`config.mk`:
```
export PLATFORM = sky130hd
export DESIGN_NAME = game_step_scheduler
export DESIGN_NICKNAME = d
export VERILOG_FILES = /design/src/rtl/game_step_scheduler_pkg.sv /design/src/rtl/vs_frame_strobe.sv /design/src/rtl/game_step_scheduler.sv
export SDC_FILE = /design/constraint.sdc
export NUM_CORES = 1
export LEC_CHECK = 0
export ABC_AREA = 1
export BUFFER_PORTS_ARGS = -buffer_cell sky130_fd_sc_hd__buf_2
export CAP_MARGIN = 40
export CORE_MARGIN = 2
export CORE_UTILIZATION = 50
export CTS_BUF_LIST = sky130_fd_sc_hd__clkbuf_4
export DETAILED_ROUTE_END_ITERATION = 16
export PLACE_DENSITY_LB_ADDON = 0.1
export SLEW_MARGIN = 20
export SYNTH_ARGS = -nofsm -noshare
export SYNTH_HDL_FRONTEND = slang
export SYNTH_HIERARCHICAL = 1
export SYNTH_SLANG_ARGS = --single-unit
```
`constraint.sdc`:
```
create_clock -name CLOCK -period 1.5 [get_ports CLOCK]
set_clock_uncertainty 0.05 [all_clocks]
set_input_delay 0.075 -clock CLOCK [delete_from_list [all_inputs] [get_ports CLOCK]]
set_output_delay 0.075 -clock CLOCK [all_outputs]
set_load 0.1 [all_outputs]
```
`src/rtl/game_step_scheduler_pkg.sv`:
```
`default_nettype none
// ============================================================================
// Module   : game_step_scheduler_pkg
// Brief    : Master-state encodings, scheduler FSM states, period helper.
// Revision : 1.0 - initial release
// ============================================================================
package game_step_scheduler_pkg;

    typedef enum logic [1:0] {
        MS_IDLE = 2'd0,
        MS_PLAY = 2'd1,
        MS_WIN  = 2'd2,
        MS_LOSE = 2'd3
    } master_state_t;

    typedef enum logic [1:0] {
        ST_IDLE  = 2'd0,
        ST_COUNT = 2'd1,
        ST_REQ   = 2'd2
    } sched_state_t;

    // Saturating max(div_max - speedup, div_min) in 5 bits; never wraps.
    function automatic logic [4:0] calc_period(input logic [4:0] div_max,
                                               input logic [4:0] div_min,
                                               input logic [3:0] speedup);
        logic [4:0] w_diff;
        if ({1'b0, speedup} >= div_max) begin
            return div_min;
        end
        w_diff = div_max - {1'b0, speedup};
        return (w_diff < div_min) ? div_min : w_diff;
    endfunction

endpackage
`default_nettype wire

```
`src/rtl/vs_frame_strobe.sv`:
```
`default_nettype none
// ============================================================================
// Module   : vs_frame_strobe
// Brief    : Synchronises raw VSYNC and emits a one-cycle pulse per falling edge.
// Revision : 1.0 - initial release
// ============================================================================
module vs_frame_strobe (
    input  logic clk,
    input  logic rst_n,
    input  logic i_vs,
    output logic o_frm
);

    logic r_sync1;
    logic r_sync2;
    logic r_sync2_d;
    logic r_frm;

    // Registered detector gives a fixed three-cycle edge-to-strobe latency.
    always_ff @(posedge clk or negedge rst_n) begin
        if (!rst_n) begin
            r_sync1   <= 1'b1;
            r_sync2   <= 1'b1;
            r_sync2_d <= 1'b1;
            r_frm     <= 1'b0;
        end else begin
            r_sync1   <= i_vs;
            r_sync2   <= r_sync1;
            r_sync2_d <= r_sync2;
            r_frm     <= r_sync2_d & ~r_sync2;
        end
    end

    assign o_frm = r_frm;

endmodule
`default_nettype wire

```
`src/rtl/game_step_scheduler.sv`:
```
`default_nettype none
// ============================================================================
// Module   : game_step_scheduler
// Brief    : Score-dependent step pacing with req/ack handshake to the datapath.
// Revision : 1.0 - initial release
// ============================================================================
module game_step_scheduler
    import game_step_scheduler_pkg::*;
#(
    parameter int FRAME_DIV_MAX = 5,
    parameter int FRAME_DIV_MIN = 1,
    parameter int LEVEL_STEP    = 2
) (
    input  logic       CLOCK,
    input  logic       RESET,
    input  logic       VS,
    input  logic [1:0] MASTER_STATE,
    input  logic       PAUSE,
    input  logic [3:0] SCORE_IN,
    input  logic       STEP_ACK,
    output logic       STEP_REQ,
    output logic [3:0] PERIOD_OUT,
    output logic       OVERRUN
);

    localparam int         c_shift   = $clog2(LEVEL_STEP);
    localparam logic [4:0] c_div_max = 5'(FRAME_DIV_MAX);
    localparam logic [4:0] c_div_min = 5'(FRAME_DIV_MIN);

    logic         w_frm;
    logic [3:0]   w_speedup;
    logic [4:0]   w_period;
    logic         w_terminal;

    sched_state_t r_state;
    logic [3:0]   r_cnt;
    logic [3:0]   r_period;
    logic         r_req;
    logic         r_ovr;

    vs_frame_strobe u_strobe (
        .clk   (CLOCK),
        .rst_n (RESET),
        .i_vs  (VS),
        .o_frm (w_frm)
    );

    assign w_speedup  = SCORE_IN >> c_shift;
    assign w_period   = calc_period(c_div_max, c_div_min, w_speedup);
    assign w_terminal = (r_cnt == (r_period - 4'd1));

    always_ff @(posedge CLOCK or negedge RESET) begin
        if (!RESET) begin
            r_state  <= ST_IDLE;
            r_cnt    <= 4'd0;
            r_period <= c_div_max[3:0];
            r_req    <= 1'b0;
            r_ovr    <= 1'b0;
        end else if (MASTER_STATE != MS_PLAY) begin
            r_state <= ST_IDLE;
            r_cnt   <= 4'd0;
            r_req   <= 1'b0;
            r_ovr   <= 1'b0;
        end else begin
            case (r_state)
                ST_IDLE: begin
                    r_cnt <= 4'd0;
                    r_req <= 1'b0;
                    if (!PAUSE) begin
                        r_state  <= ST_COUNT;
                        r_period <= w_period[3:0];
                    end
                end
                ST_COUNT: begin
                    if (w_frm && !PAUSE) begin
                        if (w_terminal) begin
                            r_cnt    <= 4'd0;
                            r_req    <= 1'b1;
                            r_period <= w_period[3:0];
                            r_state  <= ST_REQ;
                        end else begin
                            r_cnt <= r_cnt + 4'd1;
                        end
                    end
                end
                ST_REQ: begin
                    // Counter keeps running so a late ack cannot stretch the cadence.
                    if (w_frm) begin
                        r_cnt <= w_terminal ? 4'd0 : r_cnt + 4'd1;
                    end
                    if (STEP_ACK) begin
                        r_req   <= 1'b0;
                        r_state <= ST_COUNT;
                    end else if (w_frm && w_terminal) begin
                        r_ovr <= 1'b1;
                    end
                end
                default: r_state <= ST_IDLE;
            endcase
        end
    end

    assign STEP_REQ   = r_req;
    assign PERIOD_OUT = r_period;
    assign OVERRUN    = r_ovr;

endmodule
`default_nettype wire

```
; ---- Word level (Yosys, flattened, before mapping)
; Cells that the tools add are included.
[totals]
inputBits = 11
regBits = 16
elab_cells = 71
[op_classes]
n_bitwise = 3
reduce_logical = 13
add_sub_neg = 3
eq_ne = 13
order_cmp = 2
mux = 28
[ops]
columns = operator, count
row1 = 4-bit 2-to-1 mux, 10
row2 = 3-bit != test (second input constant), 4
row3 = 4-bit one-hot mux with 3 select lines, 1
row4 = 2-bit 2-to-1 mux, 5
row5 = 1-bit 2-to-1 mux, 9
row6 = 4-bit one-hot mux with 2 select lines, 1
row7 = 4-bit AND reduction, 2
row8 = 2-bit != test (second input constant), 3
row9 = 2-bit one-hot mux with 3 select lines, 1
row10 = 3-bit AND reduction, 2
row11 = 2-bit nonzero test, 3
row12 = 5-bit by 1-bit less-than comparator with 1-bit output (second input constant), 1
row13 = 5-bit AND reduction, 1
row14 = 4-bit by 1-bit adder with 4-bit output (second input constant), 1
row15 = 4-bit == test, 1
row16 = 2-bit by 1-bit != test with 1-bit output (second input constant), 2
row17 = 4-bit nonzero test, 1
row18 = 3-bit by 3-bit subtractor with 4-bit output (first input constant), 1
row19 = 4-bit by 1-bit subtractor with 4-bit output (second input constant), 1
row20 = 3-bit >= comparator (second input constant), 1
row21 = 3-bit by 2-bit != test with 1-bit output (second input constant), 1
row22 = 1-bit one-hot mux with 3 select lines, 1
row23 = 2-bit by 1-bit == test with 1-bit output (second input constant), 1
row24 = 2-bit == test (second input constant), 1
row25 = 5 further kinds, 7

; ---- Depth between registers and ports, before layout
; Gate-level depths: netlist (run 1).
[depth]
ltp_word = 7
depth_mapped = 12

; ---- Modules after synthesis
; Netlist (run 1), hierarchy kept.
[modules_own_cells]
columns = mod, cells_per_inst, instances, area_each_um2
row1 = game_step_scheduler, 137, 1, 985.9
row2 = vs_frame_strobe, 6, 1, 113.9

; ---- Worst setup path before layout (run 1)
; OpenSTA, ideal clock, no wires.
[synth_path]
path_type = reg-to-reg
startpoint = reg r_period[1] (netlist: PERIOD_OUT[1])
endpoint = reg r_period[1] (netlist: PERIOD_OUT[1])
arrival_time_ps = 2029
required_ps = 1328
setup_ps = 122
period_less_slack_ps = 2202
stages_incl_launch_ff = 12
slack_ps = -702
path_buffers = 0
cell_sequence = dfrtp_1 -> inv_1 -> ha_1 -> inv_1 -> nand2_1 -> nand2_1 -> nor2_4 -> nand3_4 -> nand2_4 -> nand3_4 -> nand2_1 -> nand2_1
[synth_between]
elab_chain_cells = 4
[synth_rtl]
columns = item, line_no
row1 = from (decl), game_step_scheduler.sv:37  ; logic [3:0] r_period;
row2 = from (signal assigned), game_step_scheduler.sv:56  ; r_period <= c_div_max[3:0];
row3 = from (signal assigned), game_step_scheduler.sv:71  ; r_period <= w_period[3:0];
row4 = from (signal assigned), game_step_scheduler.sv:79  ; r_period <= w_period[3:0];
row5 = 4-bit by 1-bit subtractor with 4-bit output, game_step_scheduler.sv:50  ; assign w_terminal = (r_cnt == (r_period - 4'd1));
row6 = 4-bit == test, game_step_scheduler.sv:50
row7 = 2-bit != test (no line), -
row8 = 5-bit AND reduction (no line), -
; No other way between the ends.
; A chain may end at the register's enable or synchronous reset.

; ---- Worst setup path after layout (run 1)
[layout_path]
startpoint = reg r_period[0] (netlist: PERIOD_OUT[0])
endpoint = reg r_period[1] (netlist: PERIOD_OUT[1])
; Same word-level chain as after synthesis.

==> results of run 1 <==
==> layer usage <==
| metal | wire, microns | track usage, % | part of all wire [%] | vias to the layer above |
|---|---|---|---|---|
| met5 | 0 | 0 | 0 | - |
| met4 | 49 | 10.4 | 2.0 | 0 |
| met3 | 91 | 3.80 | 3.8 | 6 |
| met2 | 1240 | 39.2 | 51 | 28 |
| met1 | 1030 | 25.7 | 43 | 486 |
| li1 | - | - | - | 526 |
==> area by class of cell <==
type | count | area, sq um | share of cell area (%)
Multi-Input combinational cell | 102 | 648 | 44.2
Sequential cell | 16 | 415 | 28.4
Timing Repair Buffer | 32 | 245 | 16.7
Inverter | 25 | 96.3 | 6.58
Tap cell | 27 | 33.8 | 2.31
Clock buffer | 3 | 22.5 | 1.54
Clock inverter | 1 | 3.75 | 0.256
==> synth_stat cells, types with 2 or more instances <==
| master | count |
|---|---|
| ha_1 | 6 |
| nand4_1 | 7 |
| nand3_4 | 2 |
| nor2_2 | 4 |
| nand2_1 | 42 |
| inv_1 | 20 |
| dfrtp_1 | 11 |
| nand2_4 | 2 |
| nor2_1 | 9 |
| nand2_2 | 2 |
| nor3_1 | 3 |
| a21oi_1 | 2 |
| o21ai_1 | 4 |
| xor2_1 | 2 |
| nand3_1 | 8 |
| inv_2 | 5 |
| dfstp_2 | 5 |
==> cells by family after synthesis <==
kind of cell               Yosys count  synth area share (%)
DFF                                 16                  37.0
buffers and inverters               25                  8.53
adders and majority gates            6                  6.83
AOI/OAI and AO/OA                   10                  6.14
and+or+nand+nor                     84                  39.9
xor gates and xnor gates             2                  1.59
==> cell usage in the layout (no fill, tap or decap), types with 4 or more instances in the layout <==
master          n
inv_2           6
nand4_1         7
inv_1          18
ha_1            4
nand2_1        34
buf_4          12
nand3_1         7
dlygate4sd3_1   5
buf_2          13
dfrtp_1         9
nor2_1          9
dfstp_2         4
nand2_2        10
==> sequential cells by signal, summed over array words and instances, names as in the netlist <==
signal / cells
u_strobe/r_sync2_d: 1
u_strobe/o_frm: 1
OVERRUN: 1
r_state: 2
u_strobe/r_sync1: 1
r_cnt: 4
PERIOD_OUT: 4
u_strobe/r_sync2: 1
STEP_REQ: 1
==> worst max-delay path by stage <==
stage / from / endpoint / slack [ns] / cells after the start
5_1_grt: PERIOD_OUT[0] / r_state[0] / -0.33 / 9
4_1_cts: PERIOD_OUT[0] / PERIOD_OUT[1] / -0.23 / 11
2_1_floorplan: PERIOD_OUT[0] / PERIOD_OUT[1] / -0.40 / 11
6_report: PERIOD_OUT[0] / PERIOD_OUT[1] / -0.24 / 11
3_5_place_dp: PERIOD_OUT[0] / PERIOD_OUT[1] / -0.23 / 11
3_3_place_gp: PERIOD_OUT[0] / PERIOD_OUT[1] / -0.21 / 11
==> metrics by stage <==
| step | total power [mW] | TNS, ns | instances | hold slack (ns) |
|---|---|---|---|---|
| after global placement | 1.33 | -1.71 | 194 | -0.0446 |
| after CTS | 1.60 | -2.03 | 203 | 0.0262 |
| after floorplan | 1.08 | -3.76 | 143 | -0.271 |
| after global routing | 1.74 | -3.06 | 206 | 0.0622 |
| final | 1.63 | -2.24 | 206 | 0.0412 |
| after detailed placement | 1.35 | -2.02 | 194 | -0.0374 |
==> critical path, stage by stage (launching register included) <==
cell	delay [ns]
dfstp_4	0.64
inv_4	0.04
ha_4	0.26
inv_2	0.03
nand2_2	0.06
nand2_2	0.06
nor2_4	0.09
nand3_4	0.11
nand2_4	0.11
nand3_4	0.09
nand2_2	0.06
nand2_1	0.04
==> repair_timing <==
action | CTS | global route
pin swaps | 9 | 7
endpoints found under the setup margin | 13 | 12
resized for setup | 2 | 10
endpoints found under the hold margin | 19 | 0
hold buffers | 5 | 0
buffers inserted | 0 | 3
==> power groups by stage <==
stage,combinational (mW),sequential (mW),clock [mW]
finish,0.881,0.520,0.233
global route,0.959,0.524,0.262
CTS,0.839,0.519,0.242
detailed placement,0.822,0.527,0
global placement,0.806,0.525,0
floorplan,0.378,0.705,0
==> summary.md, run 1 <==
| Metric | Value |
|---|---|
| Leading area contributor after synthesis | dfrtp_1 |
| Total GRT Usage | about 22% |
| RSZ-0062 raised after global routing | true |
| Via count | around 1000 |
| Comb pwr share | about 54% |
| Top cells by area, synth | dfrtp_1 25%, nand2_1 14%, dfstp_2 12% |
| Place WS | -0.234 ns |
| Switching share of power | between 40 and 50% |
| Io pins | 17 |
| Final net count | approximately 200 |
| Clk Tree Root Cell | clkbuf_4 |
| Diode count | 0 |
| EDFF count, synth | 0 |
| Reg2Reg Launch Point | PERIOD_OUT[0] |
| Slew @ Worst Pin | 0.484 ns |
| Clock power share | between 10 and 15% |
| Die ar. | ~2600 sq um |
| Synth top area share | 25.0% |
| Post-synth top flop | dfrtp_1 |
| Std-Cell Rows | 16 |
| Required time of the critical path | ~1.6 ns |
| TritonCTS Sinks | 16 |
| Area delta synth->final | 33.2% |
| Pre-antenna DRT Iters | 4 |
| Syn Inst Count | 143 |
| Hpwl dp | 1.80 mm |
| Worst setup margin | -0.242 ns |
| Clock buffer depth | 2 |
| Reg2reg setup slack | -0.24 ns |
| First-pass GRT wire length | about 4.3 mm |
| Dpl cell area | about 1300 sq um |
| DRC violations left | 0 |
| Max Freq | ~0.57 GHz |
| Largest net degree at the start of global routing | 17 |
| Final GP Congestion | 0.856 |
| Die Width | roughly 50 microns |
| Share of cells above drive strength 1 | around two fifths |
| Arr. time, crit path | 1.88 ns |
| Peak VDD IR | roughly 0.84 mV |
| Chip height | just over 50 microns |
| Initial DRC count | 20 |
| Filler instances | around 160 |
| Reg clk slew, reported paths | about 0.10 ns |
| Final Core Density | between 70% and 80% |
| Type of the worst min-delay path | input pin to register |
| Sequential share of the synthesized area | 37.0% |
| Routed vias/inst | 5.08 |
| Initial antenna violation count | 0 |
| Total CTS buffers | 3 |
| Hold Vio Cnt, Final | 0 |
| Worst r2r path cells | 11 |
| Mapped Nets | 160 |
| Hold Crit Depth | 4 |
| DR WL/cell | 11.7 microns |
| Min Clock Period, post-route | between 1.5 and 2 ns |
| Drt total wl | around 2.4 mm |
| Async S/R FF share, synth | between 90% and 100% |
| H-tree depth | 1 |
| RR Endpoint | PERIOD_OUT[1] |
| Hold EP | PERIOD_OUT[1] |
| Violated checks | negative setup slack |
| Grt ovf | 0 |
| Pint | around 0.92 mW |
| Power density over the cells | 1120 nW/um^2 |
| Starting Density | a little over half |
| #FFs+latches synth | 16 |
| Design Area, Final | 1470 sq um |
| Leakage | between 0.7 and 0.8 nW |
| Core Area | 2020 sq um |
| IO Port Bufs | 15 |
| CTS tree | built |
| Crit end category | register |
| Synthesized area per cell | 7.69 sq um |
| Number of global-route vias before repair | around 1100 |
| Crit path kind | register to register |
| P_sw | approximately 0.71 mW |
| Worst skew pair latency | about 0.28 ns |
| Status | finished, violations left |
| Post-route ant nets | 0 |
| Worst Path Max Fanout | 5 |
| Final setup violation count | 12 |
| Final period utilization | 116% |
| Unique masters post-synth | 26 |
| Synth warnings | 6 |
| Startpoint types | register |
| Post-synthesis instance area | approximately 1100 sq um |
| Rel. slew slack | between 60% and 70% |
| Slew Limit Fails | 0 |
| HP Start | SCORE_IN[3] |
| Max-Cap Viols | 0 |
| Seq pwr share | around a third |
Note: power is estimated with default switching activity, not from simulation.
==> inputs of run 2 (changes only) <==
SYNTH_HIERARCHICAL = not set   (was 1)
==> summary.md, run 2 <==
| Metric | Value |
|---|---|
| Final net count | 181 (-8.1%) |
| #FFs+latches synth | 16 (unchanged) |
| Commonest non-fill, non-tap cells in the layout | 27 x nand2_1, 19 x inv_1, 14 x buf_4, 13 x buf_2, 9 x dfrtp_1 |
| Total GRT Usage | 20.3% (-1.8 points) |
| Design Area, Final | 1370 sq um (-6.7%) |
| Rel. slew slack | 67.7% (-0.23 points) |
| Hpwl dp | 1.57 mm (-13%) |
| Sequential share of the synthesized area | 40.8% (+3.9 points) |
| Slew Limit Fails | 0 (unchanged) |
| Unique masters post-synth | 22 (-15%) |
| Slowest cell delay on critical path | 0.64 ns (about the same) |
| Synthesized area per cell | 7.90 sq um (+2.8%) |
| Post-route ant nets | 0 (unchanged) |
| Chip height | 48.6 microns (-4.5%) |
| Power density over the cells | 1270 nW/um^2 (+14%) |
| Crit-path slowest cell | dfstp_4 |
| Filler instances | 165 (+1.9%) |
| Routed vias/inst | 4.82 (-5.1%) |
| Drt total wl | 2.13 mm (-12%) |
| CTS tree | built |
| Largest net degree at the start of global routing | 17 (unchanged) |
| Die Width | 48.6 microns (-4.5%) |
| Number of global-route vias before repair | 912 (-15%) |
| Status | finished, violations left |
| Max-Cap Viols | 0 (unchanged) |
| Hold Vio Cnt, Final | 0 (unchanged) |
| Worst skew pair latency | 0.28 ns (about the same) |
| Seq. cell area | 415 sq um (unchanged) |
| Final GP Congestion | 0.827 (-3.4%) |
| Count leader, synth | nand2_1 |
| Setup TNS | -3.24 ns (-1.00 ns) |
| Clk Tree Root Cell | clkbuf_4 |
| Top cells by area, synth | dfrtp_1 28%, dfstp_2 13%, nand2_1 12% |
| Post-synthesis instance area | 996 sq um (-9.4%) |
| Via count | 916 (-12%) |
| TritonCTS Sinks | 16 (unchanged) |
| H-tree depth | 1 (unchanged) |
| Reg clk slew, reported paths | 0.10 ns (about the same) |
| Place WS | -0.285 ns (-0.0505 ns) |
| Syn Inst Count | 126 (-12%) |
| Starting Density | 51.8% (-2.6 points) |
| Synth cell count leaders | 32 x nand2_1, 21 x inv_1, 11 x dfrtp_1 |
| Leading area contributor after synthesis | dfrtp_1 |
| Die ar. | 2360 sq um (-8.7%) |
| Synth top area share | 27.6% (+2.6 points) |
| Type of the worst min-delay path | input pin to register |
| Pre-antenna DRT Iters | 4 (unchanged) |
| Leakage | 0.710 nW (-1.5%) |
| Io pins | 17 (unchanged) |
| Clock buffer depth | 2 (unchanged) |
| Critical path cell sequence | inv_4 > ha_4 > nand2_4 > nand2_2 > nand3_2 > nor2_4 > nand2_4 > nand2_4 > nand2_4 > o21a_1 |
| Startpoint types | register |
| Initial antenna violation count | 0 (unchanged) |
| Area delta synth->final | 37.2% |
| Final period utilization | 122% (+5.5 points) |
| Std-Cell Rows | 16 (unchanged) |
| DR WL/cell | 11.2 microns (-4.2%) |
| Peak VDD IR | 1.07 mV (+28%) |
| Synth warnings | 0 (-6) |
| Mapped Nets | 143 (-11%) |
| Arr. time, crit path | 2.00 ns (+0.12 ns) |
| Diode count | 0 (unchanged) |
| Grt ovf | 0 (unchanged) |
| Crit end category | register |
| Dpl cell area | 1240 sq um (-6.9%) |
| Worst setup margin | -0.325 ns (-0.0829 ns) |
| Area of the multi-input gates | 557 sq um (-14%) |
| Most frequent CP cell | nand2_4 |
| Share of cells above drive strength 1 | 42.3% (+3.2 points) |
| Slew @ Worst Pin | 0.487 ns (+0.00355 ns) |
| Violated checks | negative setup slack |
| Final setup violation count | 12 (unchanged) |
| RSZ-0062 raised after global routing | true |
| Max Freq | 0.548 GHz (-4.5%) |
| First-pass GRT wire length | 3.84 mm (-11%) |
| Crit path kind | register to register |
| EDFF count, synth | 0 (unchanged) |
| Async S/R FF share, synth | 100% (unchanged) |
| Commonest non-fill, non-tap cell in the layout | nand2_1 |
| Total CTS buffers | 3 (unchanged) |
| IO Port Bufs | 15 (unchanged) |
| Initial DRC count | 25 (+25%) |
| Core Area | 1920 sq um (-5.0%) |
| Post-synth top flop | dfrtp_1 |
| Worst Path Max Fanout | 6 (+1) |
| Min Clock Period, post-route | 1.82 ns (+0.0829 ns) |
| Required time of the critical path | 1.67 ns (+0.03 ns) |
| DRC violations left | 0 (unchanged) |
run 2: cell types whose count changed after synthesis, sizes merged:
cell    change
a31oi       -1
o21ai       +1
o21bai      -1
nor3b       -1
nor3        +1
nor2        -4
o21a        +1
nand4       -4
a21boi      -1
nand3b      -1
nand2       -7
run 2: final cells by class:
type                       count  area share (%)
multi-input combinational     85            40.8
sequential                    16            30.4
timing repair buffer          33            17.4
inverter                      25            7.05
tap                           27            2.47
clock buffer                   3            1.65
clock inverter                 1           0.275
run 2: critical path, delay by kind of cell (launching register included):
kind | cells | cell delay [ns]
buf+inv | 1 | 0.04
simple gates | 7 | 0.57
flops | 1 | 0.64
fa+ha+maj | 1 | 0.28
compound gates | 1 | 0.18
run 2: path summary, 6_finish.rpt:
| path | from | end | slack [ns] | cells past startpoint |
|---|---|---|---|---|
| worst max-delay path | PERIOD_OUT[0] | PERIOD_OUT[0] | -0.32 | 10 |
| worst min-delay path | SCORE_IN[1] | PERIOD_OUT[0] | 0.04 | 3 |
| max in group asynchronous | RESET | PERIOD_OUT[2] | 0.93 | 2 |
| worst max register to register | PERIOD_OUT[0] | PERIOD_OUT[0] | -0.32 | 10 |
| min in group asynchronous | RESET | r_cnt[1] | 0.17 | 2 |
| worst min register to register | u_strobe.r_sync1 | u_strobe.r_sync2 | 0.31 | 0 |
run 2: metrics by stage:
| step | util (%) | hold slack [ns] | instances | power (mW) |
|---|---|---|---|---|
| final | 71.1 | 0.0431 | 190 | 1.74 |
| after detailed placement | 64.6 | -0.0442 | 181 | 1.36 |
| after global placement | 64.6 | -0.0521 | 181 | 1.34 |
| after global routing | 71.1 | 0.0657 | 190 | 1.84 |
| after CTS | 69.8 | 0.0423 | 189 | 1.66 |
| after floorplan | - | -0.271 | 126 | 1.12 |
run 2: timing repair:
item / in CTS / in global routing
setup endpoints to repair: 12 / 13
resized for setup: 9 / 6
pin swaps: 2 / 3
hold buffers: 4 / 0
hold endpoints to repair: 19 / 0
setup buffers: 0 / 1
run 2: where the power goes:
group | switching [mW] | leakage, nW | internal, mW | total [mW]
clock network | 0.139 | 0.0154 | 0.0963 | 0.236
logic | 0.606 | 0.494 | 0.366 | 0.971
registers | 0.0323 | 0.200 | 0.499 | 0.531
run 2: routing by layer:
layer / part of all wire, % / GRT usage (%)
met1: 43 / 25.1
met2: 53 / 36.3
met3: 2.2 / 2.47
met4: 1.2 / 7.14
met5: 0 / 0
run 2: cells by family after synthesis:
group,after synthesis,share of synthesized area (%)
AND/OR/NAND/NOR,68,35.7
buffers and inverters,25,9.42
flip-flops,16,40.8
AO/OA/AOI/OAI,9,4.77
adder cells (fa/ha/maj),6,7.54
XOR/XNOR,2,1.76
